### config.mk
export PLATFORM = sky130hd
export DESIGN_NAME = reg_status_file
export DESIGN_NICKNAME = d
export VERILOG_FILES = /design/src/rtl/reg_status_file.sv
export SDC_FILE = /design/constraint.sdc
export NUM_CORES = 2
export LEC_CHECK = 0
export CAP_MARGIN = 20
export CELL_PAD_IN_SITES_DETAIL_PLACEMENT = 0
export CELL_PAD_IN_SITES_GLOBAL_PLACEMENT = 1
export CORE_MARGIN = 4
export CORE_UTILIZATION = 49
export DETAILED_ROUTE_END_ITERATION = 6
export PLACE_DENSITY_LB_ADDON = 0.05
export SYNTH_ARGS = -nofsm -noshare
export SYNTH_HDL_FRONTEND = slang
export SYNTH_SLANG_ARGS = --single-unit
### constraint.sdc
create_clock -name clk -period 4.87 [get_ports clk]
set_input_delay 1.2175 -clock clk [delete_from_list [all_inputs] [get_ports clk]]
set_output_delay 1.2175 -clock clk [all_outputs]
set_load 0.05 [all_outputs]
### src/rtl/reg_status_file.sv
// Register status file: architectural data plus ROB producer tags.
// Three lookup ports with same-cycle commit bypass and a busy counter.
module reg_status_file #(
    parameter int REG_W  = 5,
    parameter int DATA_W = 32,
    parameter int TAG_W  = 4
) (
    input  logic              clk,
    input  logic              rst,
    input  logic              rename_en,
    input  logic [REG_W-1:0]  rename_reg,
    input  logic [TAG_W-1:0]  rename_tag,
    input  logic              commit_en,
    input  logic [REG_W-1:0]  commit_reg,
    input  logic [DATA_W-1:0] commit_data,
    input  logic [TAG_W-1:0]  commit_tag,
    input  logic              flush,
    input  logic [REG_W-1:0]  rd_reg1,
    input  logic [REG_W-1:0]  rd_reg2,
    input  logic [REG_W-1:0]  rd_regd,
    output logic [DATA_W-1:0] rd_data1,
    output logic [DATA_W-1:0] rd_data2,
    output logic [DATA_W-1:0] rd_datad,
    output logic [TAG_W-1:0]  rd_tag1,
    output logic [TAG_W-1:0]  rd_tag2,
    output logic [TAG_W-1:0]  rd_tagd,
    output logic [REG_W:0]    busy_count
);

    localparam int NREG = 1 << REG_W;
    localparam int BW   = REG_W + 1;
    localparam logic [TAG_W-1:0] TAG_FREE =
        {1'b1, {(TAG_W-1){1'b0}}};

    logic [DATA_W-1:0] data_q [NREG];
    logic [TAG_W-1:0]  tag_q  [NREG];

    logic [REG_W-1:0]  lk_reg  [3];
    logic [DATA_W-1:0] lk_data [3];
    logic [TAG_W-1:0]  lk_tag  [3];

    assign lk_reg[0] = rd_reg1;
    assign lk_reg[1] = rd_reg2;
    assign lk_reg[2] = rd_regd;

    assign rd_data1 = lk_data[0];
    assign rd_data2 = lk_data[1];
    assign rd_datad = lk_data[2];
    assign rd_tag1  = lk_tag[0];
    assign rd_tag2  = lk_tag[1];
    assign rd_tagd  = lk_tag[2];

    // A retiring producer is visible to the decoder in the same cycle.
    always_comb begin
        for (int p = 0; p < 3; p++) begin
            lk_data[p] = data_q[lk_reg[p]];
            lk_tag[p]  = tag_q[lk_reg[p]];
            if (!rst || lk_reg[p] == '0) begin
                lk_data[p] = '0;
                lk_tag[p]  = TAG_FREE;
            end else if (commit_en
                         && commit_reg == lk_reg[p]
                         && tag_q[lk_reg[p]] == commit_tag) begin
                lk_data[p] = commit_data;
                lk_tag[p]  = TAG_FREE;
            end
        end
    end

    logic rename_ok;
    logic commit_ok;
    logic rel_ok;
    logic new_busy;

    assign rename_ok = rename_en && rename_reg != '0 && !flush;
    assign commit_ok = commit_en && commit_reg != '0;

    // A same-cycle rename of the retiring register keeps it busy.
    assign rel_ok = commit_ok
                 && tag_q[commit_reg] == commit_tag
                 && commit_tag != TAG_FREE
                 && !(rename_ok && rename_reg == commit_reg);

    assign new_busy = rename_ok
                   && tag_q[rename_reg] == TAG_FREE;

    always_ff @(posedge clk or negedge rst) begin
        if (!rst) begin
            for (int i = 0; i < NREG; i++) begin
                data_q[i] <= '0;
                tag_q[i]  <= TAG_FREE;
            end
            busy_count <= '0;
        end else begin
            if (commit_ok)
                data_q[commit_reg] <= commit_data;
            if (flush) begin
                for (int i = 0; i < NREG; i++)
                    tag_q[i] <= TAG_FREE;
                busy_count <= '0;
            end else begin
                if (rel_ok)
                    tag_q[commit_reg] <= TAG_FREE;
                if (rename_ok)
                    tag_q[rename_reg] <= rename_tag;
                busy_count <= busy_count
                            + BW'(new_busy)
                            - BW'(rel_ok);
            end
        end
    end

endmodule

# After elaboration in Yosys (flattened, before gate mapping)
# Cells that the tools add are included.
# word_totals
out_inout_bits	114
regBits	1158
elab_cells	168
in_bits	70
# classes
mux	49
eq_ne	10
n_bitwise	8
magnitude_cmp	7
n_reduce_logical	27
addsub	2
# op_table
operator	count
bitwise mux 1024 bit	1
two-way mux 128 bit	4
binary-select mux 32 bit (select 5 bit)	3
two-way mux 32 bit	13
demux 32 bit (select 5 bit)	1
bitwise mux 128 bit	1
binary-select mux 4 bit (select 5 bit)	5
AND 96 bit	1
inverter 96 bit	1
two-way mux 4 bit	18
demux 4 bit (select 5 bit)	2
bitwise OR 32 bit	1
>= comparator 6 bit, second input constant	5
inverter 5 -> 6 bit	5
equality test 5 bit	4
equality test 4 bit	4
logical AND 1 bit	16
zero test 5 bit	3
less-than comparator 6 x 1 -> 1 bit, second input constant	2
nonzero test 5 bit	2
adder 6 x 1 -> 6 bit	1
two-way mux 6 bit	1
subtractor 6 x 1 -> 6 bit	1
equality test 4 bit, second input constant	1
3 further kinds	7

# Depth between registers and ports, before layout
# logic_depth
depth_word	13
mapped_depth	19
ltp_nobuf	15

# Least setup slack after synthesis
# Ideal clock, no wire load.
# synth_path
path_kind	input to output
startpoint	input port rd_reg1[0]
endpoint	output port rd_tag1[2]
cell_stages	10
required_ps	3653
path_buffers	3
arrival_time_ps	4790
slack_ps	-1137
cell_sequence	buf_4 -> buf_6 -> buf_2 -> mux4_2 -> a221oi_1 -> o21ai_0 -> and3_1 -> o221ai_2 -> nor2_1 -> nor4_1
# synth_between
elab_chain_len	8
# synth_rtl
element	line_no	source
start: declaration	18	input logic [REG_W-1:0] rd_reg1,
inverter 5 -> 6 bit (implied by the code)	57, 63	
binary-select mux 4 bit (select 5 bit)	57, 63	
two-way mux 4 bit (implied by the code) (2 in a row)	57, 63	
equality test 4 bit	63	&& tag_q[lk_reg[p]] == commit_tag) begin
logical AND 1 bit	63	
two-way mux 4 bit	61	end else if (commit_en
two-way mux 4 bit *	58	if (!rst || lk_reg[p] == '0) begin
end: declaration	24	output logic [TAG_W-1:0] rd_tag1,
# Every way passes the cells marked *; elsewhere a longest branch is shown, timed or not. The select of a mux whose other input is x is not followed.

# Worst setup path in the final report
# layout_path
startpoint	input port rd_reg1[2]
endpoint	output port rd_data1[23]
# layout_between
elab_chain_len	8
# layout_rtl
element	line_no	source
inverter 5 -> 6 bit (implied by the code)	56, 63	
binary-select mux 4 bit (select 5 bit)	63	
two-way mux 4 bit (implied by the code) (2 in a row)	63	
equality test 4 bit	63	
logical AND 1 bit	63	
two-way mux 32 bit	61	
two-way mux 32 bit *	58	
end: declaration	21	output logic [DATA_W-1:0] rd_data1,
# Marks and branches as above.

==> results.cfg <==
[synth]
synth_top_family_by_area = multiplexers
ys.warnings.count = 0
synth_cell_types = 76
synthesis.area_sq_um = 75000
muxShareOfSynthArea_pct = 49.1
yosys.area_share.adder_pct = 0.127
ys_ff_latch = 1158
synth-simple-area-share_pct = 4.30
synth_flop_cell = dfrtp_1
synth_compound_area_share_pct = 3.96
syn_inst = 5043
synth_fp_nets = 5120
avgSynthCellArea_sq_um = 14.9
synthXorXnorAreaFrac_pct = 0.350
async_reset_ff_share_pct = 100
synth_edf_count = 0
ys_seq_area_share_pct = 38.7

[floorplanning]
die_x_um = 399
ios = 184
die_h_um = 399
rows = 143
dieArea_sq_um = 159000
start_util_pct = 49.3
core-area_sq_um = 152000

[placed_design]
dp_hpwl_um = 181000
io_buffers = 183
gp_congestion = 1.01
post-place-ws_ns = -0.626
dpl-instance-area_sq_um = 84900

[worst_hold_path]
hold_class = input pin to async pin

[layout]
final_nets = 5478
layout-drive-gt1-share_pct = 60.1
stdcell_area_sq_um = 91400
post-route-util_pct = 60.1
diodes = 0
area_growth_pct = 21.8
nFillCells = 11800

[sta]
setup_viol = 108
post-route-period-util_pct = 110
fin_crit_ns = 5.36
tightest_slew_ns = 0.964
hold_slack_ns = 0.289
skew_ns = 0.0319
relSlewSlack_pct = 35.8
clock.fmax_mhz = 187
report.final.slew_viol_count = 0
setup_ws_ns = -0.490
hold_viol_final = 0
rsz0062_at_grt = true
fin_tns_setup_ns = -37.36

[clock_tree]
clk_path_buf_depth = 3
clk_pin_slew_worst_paths_ns = 0.06
cts_tree = yes
cts-htree-levels = 4
cts_root_buf = clkbuf_16
cts_inserted_buffers = 138
cts.sinks = 1158
clock_latency_ns = 0.78

[setup_path]
crit_slowest_cell = mux4_2
crit_type = input pin to primary output
cp-end-kind = primary output
cp_max_fo = 27
startpoint_type = input pin
path_cells = buf_8 -> mux4_2 -> mux4_2 -> mux2i_4 -> xor2_2 -> o221ai_4 -> or2_4 -> buf_12 -> o211a_4 -> buf_12
worstPathRequired_ns = 3.65
critPathMaxStageDelay_ns = 0.51
crit_arrival_ns = 4.14

[pwr]
p_sw_share_pct = 29.8
p_int_mw = 23.0
power_frac_comb_pct = 28.2
switchingPower_mw = 9.75
p_per_area_nw_per_um2 = 359
power_frac_seq_pct = 38.9
irDropWorstVdd_v = 0.000364
p_leak_nw = 36.7
clkPwrFrac_pct = 32.9

[global_route]
grt_max_degree = 153
grt_pass1_vias = 55000
gr-total-overflow = 0
grt_pass1_wl_um = 416000
grt_use_total_pct = 36.6
antenna_found_initial = 2

[outcome]
violations = setup timing
status = finished, violations left

[drt]
first_pass_iters = 5
routedWlPerCell_um = 38.2
ant_nets = 0
drc = 0
vias = 54000
routed_wl_um = 288000
vias_per_cell = 7.17
drt_iter0_markers = 5925

[flow_run]
drv_cap = 0
==> cells in the final DEF (no fill, tap or decap), drive strengths merged, types with 56 or more instances in the layout <==
cell | Yosys | layout
buf | 165 | 760
clkbuf | 437 | 211
clkdlybuf4s50 | 0 | 56
dfrtp | 1126 | 1126
mux2 | 982 | 982
mux2i | 167 | 167
mux4 | 1070 | 1070
nand2 | 155 | 155
nand3b | 94 | 94
nor2 | 120 | 120
o22ai | 139 | 139
==> logic make-up (layout without fill, tap and decap cells) <==
| kind of cell | after synthesis | count (layout) |
|---|---|---|
| mux | 2219 | 2219 |
| flops | 1158 | 1158 |
| buf+inv | 620 | 1083 |
| simple gates | 598 | 598 |
| compound gates | 411 | 411 |
| xor+xnor | 30 | 30 |
| fa+ha+maj | 7 | 7 |
==> metrics by stage <==
stage | cells | total power, mW
finish | 7536 | 32.8
global route | 7536 | 34.0
CTS | 7536 | 32.8
detailed placement | 7236 | 21.8
global placement | 7236 | 21.6
floorplan | 5043 | 18.6
==> power by group through the flow <==
stage	clock network [mW]	registers, mW	logic (mW)
detailed placement	0	12.9	8.98
finish	10.8	12.7	9.25
CTS	10.9	12.7	9.21
floorplan	0	12.4	6.22
global placement	0	12.7	8.89
global route	11.3	13.0	9.70
==> sequential cells by signal, indices dropped and copies added (netlist names) <==
| register | cells |
|---|---|
| tag_q | 128 |
| data_q | 1024 |
| busy_count | 6 |
==> final timing paths <==
path	start	endpoint	slack, ns	cells after the start
worst max-delay path	rd_reg1[2]	rd_data1[23]	-0.49	10
worst max register to register	tag_q[92]	busy_count[4]	0.92	15
max in group asynchronous	rst	data_q[812]	2.31	4
worst min-delay path	rst	data_q[216]	0.29	1
min in group clk	data_q[999]	data_q[999]	0.41	0
worst min register to register	data_q[999]	data_q[999]	0.41	0
==> cell type report <==
class | count | area, sq um | share of cell area, %
flip-flops and latches | 1158 | 29000 | 31.8
inverters | 18 | 75.1 | 0.0822
well taps | 2030 | 2540 | 2.78
clock buffers | 210 | 4080 | 4.46
repair buffers | 820 | 9740 | 10.7
clock inverters | 35 | 583 | 0.638
multi-input cells | 3265 | 45300 | 49.6
==> synthesized netlist by cell type, types with 41 or more instances <==
library cell     n  share of area, %
mux4_2        1070                32
mux2_2         982                15
nor3_1          43              0.29
nand3b_1        94              0.94
nor4_1          48              0.40
buf_2          116              0.77
nand2_1        155              0.78
clkbuf_1       437               2.2
o211a_1         41              0.55
o21ai_0         45              0.30
dfrtp_1       1126                38
nor2_1         120              0.60
o22ai_1        139               1.2
nand2b_1        41              0.34
mux2i_1        165               2.2
==> per-layer routing <==
| layer | part of all wire [%] | global-route usage (%) | wire (um) |
|---|---|---|---|
| met4 | 5.0 | 15.3 | 14500 |
| met5 | 0.015 | 0 | 42 |
| met3 | 9.8 | 8.19 | 28200 |
| met1 | 40 | 51.4 | 114000 |
| met2 | 46 | 55.7 | 131000 |
==> worst max-delay path, delay by kind of cell <==
family / cells / cell delay, ns
buffers and inverters: 3 / 0.63
multiplexers: 3 / 1.13
XOR/XNOR: 1 / 0.20
AO/OA/AOI/OAI: 2 / 0.47
AND/OR/NAND/NOR: 1 / 0.46
==> timing repair <==
action                                  4_1_cts  5_1_grt
endpoints found under the hold margin         0        0
endpoints found under the setup margin      108      108
pin swaps                                    35       16
hold buffers                                  0        0
cloned                                       17        0
setup buffers                                44        7
gates resized for setup                     220       36
Note: power is estimated with default switching activity, not from simulation.
